### config.mk
export PLATFORM = sky130hd
export DESIGN_NAME = rx_ctrl
export DESIGN_NICKNAME = d
export VERILOG_FILES = /design/src/rtl/rx_ctrl.sv
export SDC_FILE = /design/constraint.sdc
export NUM_CORES = 1
export LEC_CHECK = 0
export ABC_AREA = 0
export BUFFER_PORTS_ARGS = -buffer_cell sky130_fd_sc_hd__buf_2
export CAP_MARGIN = 15
export CORE_MARGIN = 2
export CORE_UTILIZATION = 50
export DETAILED_ROUTE_END_ITERATION = 8
export GPL_ROUTABILITY_DRIVEN = 0
export PLACE_DENSITY = 0.73
export RECOVER_POWER = 25
export SETUP_SLACK_MARGIN = 0.15
export SYNTH_ARGS = -nofsm -noshare
export SYNTH_HDL_FRONTEND = slang
export SYNTH_SLANG_ARGS = --single-unit
### constraint.sdc
create_clock -name clk -period 1.5 [get_ports clk]
set_input_delay 0.075 -clock clk [delete_from_list [all_inputs] [get_ports clk]]
set_output_delay 0.075 -clock clk [all_outputs]
set_load 0.01 [all_outputs]
### src/rtl/rx_ctrl.sv
// UART receive sequencer: qualifies the start bit at mid-bit, strobes the shift
// register once per bit period, then checks the stop bit and loads or flags an error.
module rx_ctrl #(
  parameter int CLKS_PER_BIT = 10,
  parameter int FRAME_BITS   = 9
) (
  input  logic clk,
  input  logic rst,
  input  logic start_bit_detected,
  input  logic serial_in,
  input  logic stop_bit,
  output logic shift_strobe,
  output logic load_buffer,
  output logic framing_error,
  output logic rx_busy
);

  localparam int CNT_W = $clog2(CLKS_PER_BIT);
  localparam int BIT_W = $clog2(FRAME_BITS + 1);

  localparam logic [CNT_W-1:0] HALF_LAST  = CNT_W'(CLKS_PER_BIT / 2 - 1);
  localparam logic [CNT_W-1:0] PERIOD_END = CNT_W'(CLKS_PER_BIT - 1);
  localparam logic [BIT_W-1:0] LAST_BIT   = BIT_W'(FRAME_BITS - 1);

  typedef enum logic [2:0] {
    IDLE,
    START,
    RECV,
    CHECK,
    LOAD,
    ERR
  } state_t;

  state_t           state;
  state_t           state_next;
  logic [CNT_W-1:0] clk_cnt;
  logic [BIT_W-1:0] bit_cnt;
  logic             strobe_now;

  assign strobe_now = (state == RECV) && (clk_cnt == PERIOD_END);

  always_ff @(posedge clk or posedge rst) begin
    if (rst) state <= IDLE;
    else     state <= state_next;
  end

  always_comb begin
    state_next = state;
    case (state)
      IDLE:  if (start_bit_detected) state_next = START;
      START: if (clk_cnt == HALF_LAST) state_next = serial_in ? IDLE : RECV;
      RECV:  if (strobe_now && (bit_cnt == LAST_BIT)) state_next = CHECK;
      CHECK: state_next = stop_bit ? LOAD : ERR;
      LOAD:  state_next = IDLE;
      ERR:   state_next = IDLE;
      default: state_next = IDLE;
    endcase
  end

  // Counters restart on every state change; only START and RECV advance them.
  always_ff @(posedge clk or posedge rst) begin
    if (rst) begin
      clk_cnt <= '0;
      bit_cnt <= '0;
    end else if (state_next != state) begin
      clk_cnt <= '0;
      bit_cnt <= '0;
    end else if (state == START) begin
      clk_cnt <= clk_cnt + 1'b1;
    end else if (state == RECV) begin
      clk_cnt <= strobe_now ? '0 : clk_cnt + 1'b1;
      if (strobe_now) bit_cnt <= bit_cnt + 1'b1;
    end
  end

  // Sticky error survives false starts; only an accepted start bit clears it.
  always_ff @(posedge clk or posedge rst) begin
    if (rst)                                        framing_error <= 1'b0;
    else if (state == ERR)                          framing_error <= 1'b1;
    else if (state == START && state_next == RECV)  framing_error <= 1'b0;
  end

  always_comb begin
    shift_strobe = strobe_now;
    load_buffer  = (state == LOAD);
    rx_busy      = (state != IDLE);
  end

endmodule

* Yosys cells after proc, flatten, opt, wreduce, memory -nomap -nowiden *
Index checks and enable logic that the tools add are counted.

cells by class
  reduce and logical (&&, ||, !) cells = 10
  add/sub/neg operators = 2
  mux-type cells = 16
  equal/unequal tests = 11

operator list
  kind                                           number
  two-way mux 4 bit                              8
  case mux 3 bit (4 select lines)                1
  == test 3 x 2 -> 1 bit, second input constant  3
  two-way mux 3 bit                              3
  adder 4 x 1 -> 4 bit, second input constant    2
  == test 4 bit, second input constant           2
  == test 3 bit, second input constant           2
  nonzero test 2 bit                             3
  nonzero test 3 bit                             2
  == test 4 x 3 -> 1 bit, second input constant  1
  == test 3 x 1 -> 1 bit, second input constant  1
  logical AND 1 bit                              3
  logical NOT 3 bit                              1
  two-way mux 1 bit                              3
  != test 3 bit                                  1
  AND reduction 3 bit                            1
  two-way mux 2 bit                              1
  != test 2 bit, second input constant           1

word-level totals
  output and inout bits = 4
  bits of input ports = 5
  register bits = 12
  logic and storage cells = 43

* Depth between registers and ports, before layout *
  depth after elaboration = 9
  depth in mapped cells = 7
  mapped depth without buffers = 7

* Least setup slack after synthesis *
No wires, ideal clock.

  kind = register to register
  start = register clk_cnt[0]
  end = register state[0]
  setup slack = 52 ps
  library setup time = 126 ps
  required time = 1,374 ps
  arrival = 1,322 ps
  path buffers = 0
  cell stages (with the launch flop) = 7
  period minus slack after synthesis = 1,448 ps
  path through = dfrtp_1 > ha_1 > and3b_4 > nand2_4 > inv_4 > and3_4 > a221o_1

between the ends
  word-level cells in the longest chain between the ends = 5
  elaborated cells between the ends (all ways) = 7
  those cells by class = eq/ne: 2; mux: 3; reduce/logical: 2

ends and longest elaborated chain
  element                          RTL line  source
  start, declared                  36        logic [CNT_W-1:0] clk_cnt;
  start signal, assigned           69        clk_cnt <= clk_cnt + 1'b1;
  start signal, assigned           71        clk_cnt <= strobe_now ? '0 : clk_cnt + 1'b1;
  == test 4 bit                    40        assign strobe_now = (state == RECV) && (clk_cnt == PERIOD_END);
  logical AND 1 bit                40
  net shift_strobe                 12        output logic shift_strobe,
  logical AND 1 bit                52        RECV: if (strobe_now && (bit_cnt == LAST_BIT)) state_next = CHECK;
  two-way mux 3 bit                52
  case mux 3 bit (4 select lines)  49        case (state)
  net state_next[0]                35        state_t state_next;
  end signal, assigned             44        else state <= state_next;
  end, declared                    34        state_t state;

The timed path passes the listed nets, and every way through them passes these cells.
A chain may end at the register's enable or synchronous reset.

* Worst setup path in the final report *
  start = register clk_cnt[1]
  end = register bit_cnt[2]

between the ends
  word-level cells in the longest chain between the ends = 8
  elaborated cells between the ends (all ways) = 13
  those cells by class = eq/ne: 4; mux: 4; reduce/logical: 5

ends and longest elaborated chain
  element                                                               RTL line  source
  == test 4 bit                                                         40
  logical AND 1 bit                                                     40
  logical AND 1 bit                                                     52
  two-way mux 3 bit                                                     52
  case mux 3 bit (4 select lines)                                       49
  != test 3 bit                                                         65        end else if (state_next != state) begin
  != test 2 bit (no line) / nonzero test 2 bit (equally long branches)  -
  AND reduction 3 bit (no line)                                         -
  end signal, assigned                                                  72        if (strobe_now) bit_cnt <= bit_cnt + 1'b1;
  end, declared                                                         37        logic [BIT_W-1:0] bit_cnt;

Parallel ways exist; a longest one is shown, timed or not.

==> flow_metrics.py <==
metrics = {
    "sta": {
        "rsz0062_at_grt": "true",
        "relSlewSlack_pct": 68.11,
        "fin_tns_setup_ns": 0,
        "min_period_ns": 1.470,
        "skew_ns": 0.008773,
        "worst_pin_slew_ns": 0.4779,
        "fin_crit_sh_pct": 98.02,
        "timing.fmax_ghz": 0.6802,
        "maxSlewViolCount": 0,
        "finalHoldViolCount": 0,
        "finalSetupViolations": 0,
        "setup_slack_ns": 0.02976,
    },
    "placement": {
        "dp_slack_ns": -0.004732,
        "port-buffer-count": 8,
        "place_hpwl_um": 1076,
        "place_inst": 104,
    },
    "status": {
        "outcome": "finished, final reports clean",
    },
    "layout": {
        "area_growth_syn_to_layout_pct": 36.42,
        "final_cell_mix": "buf_4 (14), dfrtp_1 (9), nand2_1 (7), buf_2 (7), nand3_1 (6)",
        "nNetsFinal": 117,
        "antenna_cells": 0,
        "final_layout_size_suffix_gt1_share_pct": 52.83,
        "final_common_cell": "buf_4",
        "layout.cells.non_filler": 122,
    },
    "min_path": {
        "min_path_type": "in -> reg",
        "holdPathStages": 3,
    },
    "drt": {
        "ant_nets": 0,
        "dr.pass1.iters": 4,
        "route.detailed.drc": 0,
        "num_vias": 654,
        "drtIter0Drc": 14,
        "avgViaCountPerCell": 5.361,
        "routed_wl_um": 1884,
        "wl_per_cell_um": 15.44,
    },
    "clock_network": {
        "clkLatencyLatePin_ns": 0.29,
        "cts_sinks": 12,
        "cts_tree": "done",
        "root_buffer": "clkbuf_4",
        "path_clk_slew_ns": 0.09,
        "htree_num_levels": 1,
        "clock_path_buffers": 2,
        "cts_buffers": 3,
    },
    "grt": {
        "grt_pass1_wl_um": 2711,
        "track_usage_pct": 19.26,
        "grt.overflow.total": 0,
        "antenna_found_initial": 0,
        "first_global_vias": 638,
        "grt_max_degree": 13,
    },
    "logic_synthesis": {
        "yosysSeqAreaShare_pct": 37.68,
        "synth_top_area_share_pct": 37.68,
        "syn_area_um2": 797.0,
        "postSynthNetCount": 89,
        "ys_warn_count": 0,
        "avgSynthCellArea_um2": 10.09,
        "synth_cell_types": 32,
        "synthCells": 79,
        "async_flop_share_pct": 100.0,
        "yosysTopAreaCell": "dfrtp_1",
        "synth_top_cells_by_area": "dfrtp_1 (38%), ha_1 (7.8%), a21oi_1 (3.8%)",
        "synth-seq-cells": 12,
        "synth_edf_count": 0,
        "ys.flop_type": "dfrtp_1",
    },
    "setup_path": {
        "crit_path_end_kind": "flop",
        "worst_setup_path_start_kind": "flop",
        "crit_required_ns": 1.68,
        "path_max_fanout": 8,
        "critPathKind": "reg -> reg",
        "r2r_cells": 7,
        "arrival_ns": 1.65,
    },
    "die": {
        "num_io_pins": 9,
        "core_um2": 1506,
        "row_count": 14,
        "initial_utilization_pct": 52.91,
        "die_h_um": 43.93,
        "dieArea_um2": 1929,
        "die_w_um": 43.93,
    },
    "flow_run": {
        "drv_cap": 0,
    },
    "power_and_ir_drop": {
        "leakage_nw": 0.5517,
        "power_density_nw_per_um2": 565.3,
        "ir_drop_v": 0.0004862,
    },
}
## cell families after synthesis
logic type               count (synthesis)  synth area share [%]
AO/OA/AOI/OAI                           10                 11.15
buffers and inverters                   11                 7.065
flip-flops                              12                 37.68
adder cells (fa/ha/maj)                  5                 7.849
AND/OR/NAND/NOR                         36                 29.83
XOR/XNOR                                 5                 6.438
## critical path, cell delays in order, from the launching register on
cell,delay [ns]
dfrtp_1,0.40
inv_2,0.10
ha_4,0.13
and3b_4,0.21
nand4_1,0.15
a2bb2oi_4,0.19
buf_12,0.14
nor2_1,0.05
## power breakdown
| part | leakage (nW) | internal (mW) | switching (mW) |
|---|---|---|---|
| combinational | 0.387 | 0.00654 | 0.0105 |
| sequential | 0.144 | 0.323 | 0 |
| clock | 0.0210 | 0.148 | 0.126 |
| total | 0.552 | 0.478 | 0.137 |
## worst paths after layout
check                              startpoint            end  slack [ns]
worst max-delay path               clk_cnt[1]     bit_cnt[2]        0.03
worst min-delay path                 stop_bit       state[0]        0.08
worst max register to register     clk_cnt[1]     bit_cnt[2]        0.03
worst min register to register  framing_error  framing_error        0.50
max in group asynchronous                 rst       state[0]        0.81
min in group asynchronous                 rst     bit_cnt[0]        0.33
## flip-flops by register name (all words and copies together), names as in the netlist
register and flops:
bit_cnt 4, clk_cnt 4, state 3, framing_error 1
## per-stage QoR
stage          power [mW]  area (µm²)  utilization [%]  hold slack [ns]
3_3_place_gp       0.3435       865.8            57.48           0.1026
2_1_floorplan      0.3362       799.5                -         -0.06030
6_report           0.6146        1087            72.18          0.08479
5_1_grt            0.6294        1087            72.18          0.09408
3_5_place_dp       0.3440       865.8            57.48           0.1110
4_1_cts            0.6095       980.9            65.12          0.09303
## cell type report
cell class,count,area [µm²]
flip-flops and latches,12,304.0
fillers,109,419.2
well taps,16,20.02
inverters,8,32.53
clock buffers,4,36.28
repair buffers,26,203.9
multi-input cells,56,490.5
## synthesized netlist by cell type (2+ instances only)
library cell,n
nor3b_1,2
ha_1,5
dfrtp_1,12
nor2_1,6
xnor2_1,2
xor2_1,2
a21oi_1,6
nand3_1,6
inv_1,7
nand2_1,7
nor3_2,3
## metal layers
| layer | up-vias | share of wire [%] | track usage [%] |
|---|---|---|---|
| met2 | 19 | 54 | 32.94 |
| met1 | 309 | 41 | 23.50 |
| met5 | - | 0 | 0 |
| met4 | 0 | 2.0 | 7.273 |
| li1 | 321 | - | - |
| met3 | 5 | 3.7 | 4.167 |
## repair_timing
action / in CTS / in global routing
endpoints found under the setup margin: 12 / 14
resized for setup: 8 / 10
setup buffers: 6 / 7
pin swaps: 6 / 9
endpoints found under the hold margin: 12 / 0
hold buffers: 1 / 0
No activity file was read; power rests on OpenSTA's default activity.
